**src/rtl/rx_iq_word_packer_pkg.sv**
```systemverilog
// rx_pkg: shared widths, FSM states and word-slice helper for the I/Q word packer
package rx_pkg;
    localparam int SAMPLE_W = 24;
    localparam int WORD_W = 16;
    localparam int PAIR_W = 2 * SAMPLE_W;
    localparam int W0_LSB = 32;
    localparam int W1_LSB = 16;
    localparam int W2_LSB = 0;
    typedef enum logic [1:0] {IDLE, W0, W1, W2} state_t;
    function automatic logic [WORD_W-1:0] pair_word(input logic [PAIR_W-1:0] p, input logic [1:0] idx);
        pair_word = idx == 2'd0 ? p[W0_LSB +: WORD_W] : idx == 2'd1 ? p[W1_LSB +: WORD_W] : p[W2_LSB +: WORD_W];
    endfunction
endpackage

```
**src/rtl/rx_iq_word_packer_if.sv**
```systemverilog
// rx_iq_word_packer_if: sample strobe input and 16-bit valid/ready word stream
interface rx_iq_word_packer_if;
    import rx_pkg::*;
    logic                in_valid;
    logic [SAMPLE_W-1:0] i_data;
    logic [SAMPLE_W-1:0] q_data;
    logic [WORD_W-1:0]   out_data;
    logic                out_valid;
    logic                out_ready;
    modport master (output in_valid, i_data, q_data, out_ready, input out_data, out_valid);
    modport slave (input in_valid, i_data, q_data, out_ready, output out_data, out_valid);
endinterface

```
**src/rtl/rx_iq_word_packer_fifo.sv**
```systemverilog
// rx_pair_fifo: single-clock FIFO of 48-bit I/Q pairs with count and full/empty flags
module rx_pair_fifo
    import rx_pkg::*;
#(
    parameter int DEPTH = 8,
    localparam int AW = $clog2(DEPTH)
) (
    input  logic              clk,
    input  logic              rst,
    input  logic              push,
    input  logic [PAIR_W-1:0] push_data,
    input  logic              pop,
    output logic [PAIR_W-1:0] pop_data,
    output logic [AW:0]       count,
    output logic              full,
    output logic              empty
);
    logic [PAIR_W-1:0] mem [DEPTH];
    logic [AW-1:0]     wr_ptr;
    logic [AW-1:0]     rd_ptr;
    assign pop_data = mem[rd_ptr];
    assign full = count == (AW+1)'(DEPTH);
    assign empty = count == '0;
    // push at full is only issued alongside a pop, so the slot being read is the one overwritten
    always_ff @(posedge clk or posedge rst) begin
        if (rst) begin
            wr_ptr <= '0;
            rd_ptr <= '0;
            count <= '0;
        end else begin
            wr_ptr <= wr_ptr + AW'(push);
            rd_ptr <= rd_ptr + AW'(pop);
            count <= count + (AW+1)'(push) - (AW+1)'(pop);
        end
    end
    always_ff @(posedge clk) begin
        if (push) mem[wr_ptr] <= push_data;
    end
endmodule

```
**src/rtl/rx_iq_word_packer.sv**
```systemverilog
// rx_iq_word_packer: buffers corrected I/Q pairs and serialises each as three 16-bit words
module rx_iq_word_packer
    import rx_pkg::*;
#(
    parameter int DEPTH = 8,
    localparam int AW = $clog2(DEPTH)
) (
    input  logic                clk,
    input  logic                rst,
    rx_iq_word_packer_if.slave  bus,
    output logic [AW:0]         fill,
    output logic                overflow,
    input  logic                clr_ovf
);
    state_t            state, state_n;
    logic [PAIR_W-1:0] hold, hold_n, pop_data;
    logic [WORD_W-1:0] data_n;
    logic              valid_n, pop, accept, xfer, full, empty;
    assign xfer = bus.out_valid && bus.out_ready;
    assign pop = !empty && (state == IDLE || (state == W2 && xfer));
    assign accept = bus.in_valid && (!full || pop);
    rx_pair_fifo #(.DEPTH(DEPTH)) u_fifo (
        .clk(clk),
        .rst(rst),
        .push(accept),
        .push_data({bus.i_data, bus.q_data}),
        .pop(pop),
        .pop_data(pop_data),
        .count(fill),
        .full(full),
        .empty(empty)
    );
    // a pop always starts a fresh pair at W0, which gives the no-bubble reload out of W2
    always_comb begin
        state_n = state;
        hold_n = hold;
        data_n = bus.out_data;
        valid_n = bus.out_valid;
        if (pop) begin
            state_n = W0;
            hold_n = pop_data;
            data_n = pair_word(pop_data, 2'd0);
            valid_n = 1'b1;
        end else if (xfer) begin
            state_n = state == W0 ? W1 : state == W1 ? W2 : IDLE;
            data_n = pair_word(hold, state == W0 ? 2'd1 : 2'd2);
            valid_n = state != W2;
        end
    end
    always_ff @(posedge clk or posedge rst) begin
        if (rst) begin
            state <= IDLE;
            hold <= '0;
            bus.out_data <= '0;
            bus.out_valid <= 1'b0;
            overflow <= 1'b0;
        end else begin
            state <= state_n;
            hold <= hold_n;
            bus.out_data <= data_n;
            bus.out_valid <= valid_n;
            overflow <= (bus.in_valid && !accept) ? 1'b1 : clr_ovf ? 1'b0 : overflow;
        end
    end
endmodule

```
**src/flat_wrapper.sv**
```systemverilog
// flat-port wrapper written by rule: the top's interface ports become plain ports
module rx_iq_word_packer_flat import rx_pkg::*;
#(
    parameter int DEPTH = 8,
    localparam int AW = $clog2(DEPTH)
)
  (clk, rst, fill, overflow, clr_ovf, bus_in_valid, bus_i_data, bus_q_data, bus_out_ready, bus_out_data, bus_out_valid);
  rx_iq_word_packer_if bus_i ();
  input  logic clk;
  input  logic rst;
  output logic [AW:0] fill;
  output logic overflow;
  input  logic clr_ovf;
  input wire logic [$bits(bus_i.in_valid)-1:0] bus_in_valid;
  input wire logic [$bits(bus_i.i_data)-1:0] bus_i_data;
  input wire logic [$bits(bus_i.q_data)-1:0] bus_q_data;
  input wire logic [$bits(bus_i.out_ready)-1:0] bus_out_ready;
  output wire logic [$bits(bus_i.out_data)-1:0] bus_out_data;
  output wire logic [$bits(bus_i.out_valid)-1:0] bus_out_valid;
  assign bus_i.in_valid = bus_in_valid;
  assign bus_i.i_data = bus_i_data;
  assign bus_i.q_data = bus_q_data;
  assign bus_i.out_ready = bus_out_ready;
  assign bus_out_data = bus_i.out_data;
  assign bus_out_valid = bus_i.out_valid;
  rx_iq_word_packer #(.DEPTH(DEPTH)) u_core (.clk(clk), .rst(rst), .bus(bus_i), .fill(fill), .overflow(overflow), .clr_ovf(clr_ovf));
endmodule
```
**config.mk**
```make
export PLATFORM = sky130hd
export DESIGN_NAME = rx_iq_word_packer_flat
export DESIGN_NICKNAME = d
export VERILOG_FILES = /design/src/rtl/rx_iq_word_packer_pkg.sv /design/src/rtl/rx_iq_word_packer_if.sv /design/src/rtl/rx_iq_word_packer_fifo.sv /design/src/rtl/rx_iq_word_packer.sv /design/src/flat_wrapper.sv
export SDC_FILE = /design/constraint.sdc
export NUM_CORES = 1
export LEC_CHECK = 0
export BUFFER_PORTS_ARGS = -buffer_cell sky130_fd_sc_hd__buf_2
export CORE_MARGIN = 3
export CORE_UTILIZATION = 40
export DETAILED_ROUTE_END_ITERATION = 8
export GPL_TIMING_DRIVEN = 0
export PLACE_DENSITY = 0.54
export SYNTH_ARGS = -nofsm -noshare
export SYNTH_HDL_FRONTEND = slang
export SYNTH_SLANG_ARGS = --single-unit
```
**constraint.sdc**
```tcl
create_clock -name clk -period 7.05 [get_ports clk]
set_input_delay 0.705 -clock clk [delete_from_list [all_inputs] [get_ports clk]]
set_output_delay 0.705 -clock clk [all_outputs]
set_load 0.03 [all_outputs]
```
==> results of run 1 <==
-- cell type report --
class,count,area share (%)
Tap cell,577,3.510
Clock buffer,58,6.272
Buffer,47,1.344
Timing Repair Buffer,123,4.629
Sequential cell,446,63.60
Multi-Input combinational cell,305,19.19
Inverter,8,0.1460
Clock inverter,30,1.302
-- synthesized netlist by cell type (all sizes together) (2+ instances only) --
| cell | number | area (µm²) |
|---|---|---|
| a21oi | 66 | 330.3 |
| nor3 | 4 | 20.02 |
| or3b | 2 | 17.52 |
| nor3b | 4 | 30.03 |
| mux4 | 96 | 2162 |
| mux2 | 17 | 191.4 |
| and2 | 2 | 15.02 |
| inv | 8 | 30.03 |
| ha | 13 | 162.7 |
| xor2 | 4 | 35.03 |
| nand3b | 2 | 15.01 |
| buf | 33 | 224.0 |
| a21o | 2 | 15.01 |
| mux2i | 81 | 810.8 |
| edfxtp | 384 | 11530 |
| clkbuf | 14 | 52.55 |
| dfrtp | 62 | 1551 |
-- metal layers --
metal	vias up	share of wire [%]	GRT usage, %
met2	201	46	25.98
li1	3654	-	-
met3	55	4.8	3.149
met1	4395	47	25.72
met5	-	0.034	0
met4	2	1.8	4.465
-- metrics by stage --
stage          TNS, ns  instance area (µm²)  setup slack (ns)
5_1_grt              0                20570             4.118
6_report             0                20570             4.273
2_1_floorplan        0                17300             1.590
3_3_place_gp   -894.94                18380            -2.764
4_1_cts              0                20570             4.232
3_5_place_dp         0                19010             4.092
-- path summary, 6_finish.rpt --
path	from	to	slack [ns]
setup / recovery	u_core.u_fifo.count[2]	u_core.u_fifo.mem[1][1]	4.27
hold / removal	rst	u_core.u_fifo.count[1]	0.27
setup reg to reg	u_core.u_fifo.count[2]	u_core.u_fifo.mem[1][1]	4.27
hold reg to reg	u_core.u_fifo.rd_ptr[1]	u_core.u_fifo.rd_ptr[1]	0.50
max in group asynchronous	rst	u_core.bus.out_data[4]	6.15
min in group clk	bus_q_data[4]	u_core.u_fifo.mem[6][4]	0.40
-- worst max-delay path, cell delays in order, from the launching register on --
cell and delay [ns]:
dfrtp_1 0.37, inv_1 0.10, ha_1 0.16, or3b_1 0.39
buf_6 0.17, a211oi_4 0.56, nor3_2 0.27, buf_8 0.23
buf_6 0.16, buf_6 0.14
-- where the power goes --
part | switching, µW | internal (µW) | leakage (µW) | total, µW
Clock | 1030 | 1450 | 0.000767 | 2480
Sequential | 81.7 | 3240 | 0.00433 | 3320
Combinational | 457 | 275 | 0.00189 | 732
-- flip-flops by register name (all words and copies together), names as in the netlist --
register              cells
u_core.u_fifo.mem       384
u_core.state              2
u_core.hold              32
u_core.u_fifo.wr_ptr      3
u_core.u_fifo.rd_ptr      3
u_core.bus.out_valid      1
u_core.bus.out_data      16
u_core.u_fifo.count       4
u_core.overflow           1
-- kinds of logic after synthesis --
family                     count (synthesis)  synth area share [%]
and+or+nand+nor                           20                0.7451
buffers and inverters                     55                 1.772
muxes                                    194                 18.29
adders and majority gates                 14                 1.056
DFF                                      446                 75.64
xor gates and xnor gates                   4                0.2025
AOI/OAI and AO/OA                         73                 2.293
==> impl_metrics.tcl, run 1 <==
set metrics [dict create \
    outcome "finished clean" \
    drtIter0Drc 649 \
    post-route-util_pct 48.60 \
    cts_tree "yes" \
    wl_per_cell_um 24.24 \
    synth_edf_count 384 \
    slew_viol_final 0 \
    seq_area_frac_synth_pct 75.64 \
    cp.required_ns 7.39 \
    hold_path_class "in -> async" \
    path_class "reg -> reg" \
    io_buffer_count 73 \
    post-route-drc-count 0 \
    core_area_um2 42320 \
    regArea_um2 13080 \
    cp.arrival_ns 3.11 \
    htreeDepth 2 \
    synth.net_count 873 \
    irDropWorstVdd_mv 0.2083 \
    r2r_cells 9 \
    rows 75 \
    cp-end-kind "flop" \
    fin_skew_ns 0.01433 \
    synth-async-reset-ratio_pct 13.90 \
    synth-seq-cells 446 \
    finalCriticalPeriod_ns 2.777 \
    final_cell_mix "edfxtp_1 (384), mux4_2 (96), buf_2 (93)" \
    yosysUniqueCellTypes 33 \
    drv_cap 0 \
    die_area_um2 45770 \
    grt_max_degree 34 \
    nNetsFinal 1045 \
    hold_violations 0 \
    clock_sinks 446 \
    post-cts-setup-buffers 0 \
    antenna_found_initial 1 \
    power.total_uw 6534 \
    fmax_mhz 360.1 \
    clk_latency_ns 0.57 \
    grt_overflow 0 \
    worst-path-max-fanout 10 \
    io_pins 75 \
    die_w_um 213.9 \
    gp_congestion 0.7589 \
    fillCellCount 3477 \
    grt_pass1_wl_um 58520 \
    ys.flop_type "edfxtp_1" \
    die_height_um 213.9 \
    min_period_over_period_pct 39.39 \
    final_common_cell "edfxtp_1" \
    clk_path_buf_depth 3 \
    cts_buffers 47 \
    multiInputGateArea_um2 3948 \
    cts-root-buf "clkbuf_16" \
    dp.cells 1506 \
    netlist_instances 806 \
    grt_usage_pct 17.11 \
    p_leak_uw 0.006992 \
    hold_buffers 0 \
    dr.pass1.iters 5 \
    routed_wl_um 38650 \
    vias 8307 \
    clk_pin_slew_ns 0.06 \
    worst_slew_pin_slew_ns 0.9595 \
    relSlewSlack_pct 36.03 \
    area_delta_synth_final_pct 18.92 \
    setup_viol 0 \
    p_per_area_nw_per_um2 317.7 \
    synth_area_per_cell_um2 21.46 \
    ant_nets 0 \
    drive_gt1_share_pct 34.71 \
    initial_utilization_pct 40.87 \
    vias_per_cell 5.211 \
    insertedDiodeCount 0 \
    holdWs_ns 0.2674 \
    cts_resized 0 \
    yosysWarnings 0 \
    grt_pass1_vias 8696 \
    final_cells 1594 \
    cp-start-kind "flop" \
    syn_area_um2 17300 \
    rsz0062_at_grt "no" \
    place_hpwl_um 26480 \
]
(Power assumes the default switching activity.)
==> run 2, diff against run 1 <==
--- a/config.mk
+++ b/config.mk
@@ -10,7 +10,7 @@
 export CORE_UTILIZATION = 40
 export DETAILED_ROUTE_END_ITERATION = 8
 export GPL_TIMING_DRIVEN = 0
-export PLACE_DENSITY = 0.54
+export PLACE_DENSITY = 0.56
 export SYNTH_ARGS = -nofsm -noshare
 export SYNTH_HDL_FRONTEND = slang
 export SYNTH_SLANG_ARGS = --single-unit
==> constraint.sdc (replaced) <==
create_clock -name clk -period 2.3 [get_ports clk]
set_input_delay 0.23 -clock clk [delete_from_list [all_inputs] [get_ports clk]]
set_output_delay 0.23 -clock clk [all_outputs]
set_load 0.03 [all_outputs]
==> run 2 against run 1 <==
The run now ends with setup timing left. Sequential power grew to 3.1 times the previous value. Non-clock buffer count is 75 higher. Worst setup slack worse by 4.3 ns. Clock power grew to 3.1 times the previous value. Critical path depth is 1 lower. Combinational power grew to 4.1 times the previous value. Routed wire length is 4.3% higher. Worst hold slack worse by 0.16 ns. Sequential share of layout area is 3.7 points lower. Clock-buffer cell count is 7 higher.
==> impl_metrics.tcl, run 2 (same netlist as run 1, synthesis figures left out) <==
set metrics [dict create \
    clk_pin_slew_ns 0.06 \
    drive_gt1_share_pct 35.75 \
    drv_cap 0 \
    regMostFlops "u_core.u_fifo.mem" \
    pre_cts_slack_ns -0.6885 \
    vias_per_cell 5.188 \
    outcome "finished with violations" \
    final_cell_mix "edfxtp_1 (384), mux4_2 (96), buf_2 (90)" \
    gp_congestion 0.7824 \
    p_leak_uw 0.007472 \
    io_buffer_count 73 \
    clk_latency_ns 0.57 \
    worst_slew_pin_slew_ns 0.9500 \
    grt.busiest_layer "met2" \
    p_per_area_nw_per_um2 956.5 \
    grt_overflow 0 \
    worst-path-max-fanout 4 \
    cts_buffers 47 \
    finalCriticalPeriod_ns 2.343 \
    slew_viol_final 0 \
    fmax_mhz 426.8 \
    core_area_um2 42320 \
    clock_sinks 446 \
    cp.required_ns 2.73 \
    place_hpwl_um 25060 \
    die_height_um 213.9 \
    grt_pass1_wl_um 60110 \
    routed_wl_um 40310 \
    fin_setup_tns_ns -0.2215 \
    final_common_cell "edfxtp_1" \
    grt_usage_pct 17.67 \
    post-route-drc-count 0 \
    insertedDiodeCount 0 \
    ant_nets 0 \
    die_area_um2 45770 \
    drtIter0Drc 770 \
    io_pins 75 \
    cp.arrival_ns 2.78 \
    cts_tree "yes" \
    grt_pass1_vias 9025 \
    die_w_um 213.9 \
    vias 8653 \
    relSlewSlack_pct 36.67 \
    path_class "reg -> reg" \
    min_period_over_period_pct 101.9 \
    fin_skew_ns 0.01077 \
    cts-root-buf "clkbuf_16" \
    area_delta_synth_final_pct 26.22 \
    reg_top3 "u_core.u_fifo.mem (384), u_core.hold (32), u_core.bus.out_data (16)" \
    htreeDepth 2 \
    wl_per_cell_um 24.16 \
    nNetsFinal 1120 \
    fin_ws_ns -0.04324 \
    rsz0062_at_grt "yes" \
    rows 75 \
    violations "setup timing" \
    clk_path_buf_depth 3 \
    hold_violations 0 \
    antenna_found_initial 0 \
    largest_register_ffs 384 \
    setup_viol 18 \
    cp-start-kind "flop" \
    irDropWorstVdd_mv 0.6151 \
    hold_path_class "in -> reg" \
    grt_max_degree 63 \
    initial_utilization_pct 40.87 \
    dr.pass1.iters 5 \
    grt_use_met1_pct 26.50 \
    grtUsageMet2_pct 26.60 \
    grt_util_met3_pct 3.319 \
    cp-end-kind "flop" \
]
[run 2: changes by cell type in the layout (fill, tap and decap cells not counted), sizes merged]
cell,delta
dlygate4sd3,+50
buf,+21
clkbuf,+11
clkinv,-6
inv,-3
clkinvlp,+1
[run 2: worst paths after layout]
check | start | slack (ns) | endpoint | cells after the start
max | u_core.state[0] | -0.04 | u_core.u_fifo.count[1] | 8
min in group asynchronous | rst | 0.37 | u_core.u_fifo.wr_ptr[2] | 3
min | bus_in_valid | 0.11 | u_core.overflow | 2
max reg2reg | u_core.state[0] | -0.04 | u_core.u_fifo.count[1] | 8
min reg2reg | u_core.overflow | 0.50 | u_core.overflow | 1
max in group asynchronous | rst | 1.36 | u_core.u_fifo.count[2] | 3
[run 2: cell type report]
cell class / count / area (µm²)
timing repair buffer: 201 / 2112
clock inverter: 22 / 219.0
multi-input combinational: 305 / 4036
clock buffer: 65 / 1356
fill: 3387 / 20490
tap: 577 / 721.9
sequential: 446 / 13090
buffer: 44 / 267.8
inverter: 8 / 32.53
[run 2: worst max-delay path, cell delays in order, from the launching register on]
cell and delay, ns:
dfrtp_1 0.41, ha_1 0.25, a31o_4 0.29, buf_4 0.17
and2_4 0.18, buf_12 0.12, mux2i_1 0.14, ha_2 0.21
fa_2 0.43
[run 2: timing repair]
item | 4_1_cts | 5_1_grt
cloned | 6 | 2
pin swaps | 14 | 9
setup buffers | 41 | 9
endpoints found under the hold margin | 447 | 0
hold buffers | 50 | 0
setup endpoints to repair | 397 | 281
resized for setup | 50 | 11
[run 2: routing by layer]
layer  part of all wire, %  vias to the layer above
met4                   2.1                        0
met2                    46                      213
met5                     0                        -
met3                   5.1                       61
li1                      -                     3802
met1                    47                     4577
[run 2: report_power, final]
group          switching, µW  internal, µW
combinational           1620          1410
sequential               271          9940
clock                   3070          4570
[run 2: per-stage QoR]
step | std cells | hold slack (ns) | area, µm² | utilization, % | power (µW)
3_3_place_gp | 1456 | 0.4805 | 18480 | 43.66 | 12330
5_1_grt | 1668 | 0.1462 | 21830 | 51.58 | 21700
3_5_place_dp | 1484 | 0.4362 | 19040 | 44.99 | 12760
6_report | 1668 | 0.1077 | 21830 | 51.58 | 20880
2_1_floorplan | 806 | 0.3289 | 17390 | - | 11510
4_1_cts | 1664 | 0.07190 | 21760 | 51.43 | 21060
==> run 3, diff against run 2 <==
--- a/config.mk
+++ b/config.mk
@@ -7,10 +7,10 @@
 export LEC_CHECK = 0
 export BUFFER_PORTS_ARGS = -buffer_cell sky130_fd_sc_hd__buf_2
 export CORE_MARGIN = 3
-export CORE_UTILIZATION = 40
+export CORE_UTILIZATION = 55
 export DETAILED_ROUTE_END_ITERATION = 8
 export GPL_TIMING_DRIVEN = 0
-export PLACE_DENSITY = 0.56
+export PLACE_DENSITY = 0.73
 export SYNTH_ARGS = -nofsm -noshare
 export SYNTH_HDL_FRONTEND = slang
 export SYNTH_SLANG_ARGS = --single-unit
==> run 3 against run 2 <==
The run still ends with setup timing left. Routed wire length increased by 0.81%. Critical path depth increased by 3. Non-clock buffer count increased by 27. Global-route usage increased by 6.7 points. Worst setup slack got worse by 0.067 ns. Critical path type unchanged. Largest cell class unchanged.
==> impl_metrics.tcl, run 3 (same netlist as run 1, synthesis figures left out) <==
set metrics [dict create \
    slew_viol_final 0 \
    largest_register_ffs 384 \
    worst_slew_pin_slew_ns 0.9425 \
    drv_cap 0 \
    grt_overflow 0 \
    hold_violations 0 \
    post-route-drc-count 0 \
    rsz0062_at_grt "yes" \
    htreeDepth 2 \
    ant_nets 0 \
    routed_wl_um 40630 \
    final_cells 1511 \
    grt_usage_pct 24.34 \
    relSlewSlack_pct 37.16 \
    cts_buffers 45 \
    finalCriticalPeriod_ns 2.410 \
    core_area_um2 30830 \
    initial_utilization_pct 56.10 \
    io_pins 75 \
    fin_skew_ns 0.02810 \
    cp-start-kind "flop" \
    drive_gt1_share_pct 37.58 \
    final_common_cell "edfxtp_1" \
    worst-path-max-fanout 7 \
    nNetsFinal 1145 \
    place_hpwl_um 23450 \
    fin_setup_tns_ns -13.08 \
    die_height_um 183.3 \
    grt_pass1_wl_um 59950 \
    p_leak_uw 0.007659 \
    insertedDiodeCount 0 \
    final_cell_mix "edfxtp_1 (384), mux4_2 (96), buf_2 (91)" \
    path_class "reg -> reg" \
    violations "setup timing" \
    setup_viol 305 \
    rrSetupSlack_ns -0.11 \
    irDropWorstVdd_mv 0.7636 \
    cp.required_ns 2.61 \
    drtIter0Drc 967 \
    fin_ws_ns -0.1099 \
    die_w_um 183.3 \
    grt_max_degree 36 \
    cp-end-kind "flop" \
    die_area_um2 33610 \
    regMostFlops "u_core.u_fifo.mem" \
    post-route-util_pct 71.57 \
    vias 9135 \
    p_per_area_nw_per_um2 962.9 \
    rows 64 \
    area_delta_synth_final_pct 27.57 \
    clk_path_buf_depth 3 \
    dp.cells 1303 \
    fmax_mhz 415.0 \
    grt_pass1_vias 9476 \
    clk_latency_ns 0.55 \
    power.total_uw 21250 \
    antenna_found_initial 0 \
    reg_top3 "u_core.u_fifo.mem (384), u_core.hold (32), u_core.bus.out_data (16)" \
    vias_per_cell 6.046 \
    dr.pass1.iters 5 \
    wl_per_cell_um 26.89 \
    min_period_over_period_pct 104.8 \
    cp.arrival_ns 2.72 \
    outcome "finished with violations" \
    clk_pin_slew_ns 0.06 \
    gp_congestion 0.8296 \
    cts_tree "yes" \
    hold_path_class "in -> reg" \
    clock_sinks 446 \
    io_buffer_count 73 \
    cts-root-buf "clkbuf_16" \
]
-- run 3: cell type report --
type	count	area [µm²]
flip-flops and latches	446	13090
fillers	1747	8765
multi-input cells	305	4088
repair buffers	229	2581
clock buffers	69	1296
well taps	396	495.5
plain buffers	43	254.0
clock inverters	15	235.2
inverters	8	30.03
-- run 3: report_power, final --
group	switching, µW	internal, µW	total [µW]
logic	1740	1750	3490
registers	337	9950	10300
clock network	3000	4470	7470
-- run 3: critical path, stage by stage (launching register included) --
cell and delay (ns):
dfrtp_2 0.40, inv_2 0.07, ha_4 0.12, or3b_4 0.38, buf_6 0.13, a211oi_4 0.26
buf_12 0.14, buf_8 0.12, nor3_4 0.06, buf_8 0.17, buf_16 0.14, buf_4 0.17
-- run 3: through the flow --
stage	area, µm²	hold WS [ns]	setup WS [ns]
after floorplan	17390	0.3289	-0.5257
after global placement	18250	0.4817	-1.929
after detailed placement	18830	0.3499	-0.7526
after CTS	21770	0.1302	-0.1774
after global routing	22060	0.1858	-0.1697
final	22060	0.1641	-0.1099
-- run 3: final timing paths --
kind,depth (start not counted),end,startpoint
worst max register to register,11,u_core.u_fifo.mem[5][35],u_core.u_fifo.count[3]
max in group asynchronous,4,u_core.bus.out_data[15],rst
worst min-delay path,2,u_core.overflow,bus_in_valid
worst max-delay path,11,u_core.u_fifo.mem[5][35],u_core.u_fifo.count[3]
min in group asynchronous,3,u_core.hold[29],rst
worst min register to register,1,u_core.u_fifo.rd_ptr[1],u_core.u_fifo.rd_ptr[1]
-- run 3: timing repair --
action / CTS / global route
gates resized for setup: 77 / 14
endpoints found under the hold margin: 412 / 0
endpoints found under the setup margin: 393 / 368
pin swaps: 13 / 6
cloned: 10 / 4
buffers inserted: 50 / 21
hold buffers: 50 / 0
-- run 3: per-layer routing --
metal / routed length, µm / GRT usage (%) / part of all wire, %
met1: 16830 / 36.29 / 41
met2: 18970 / 36.93 / 47
met3: 3528 / 4.839 / 8.7
met4: 1302 / 8.318 / 3.2
met5: 0 / 0 / 0
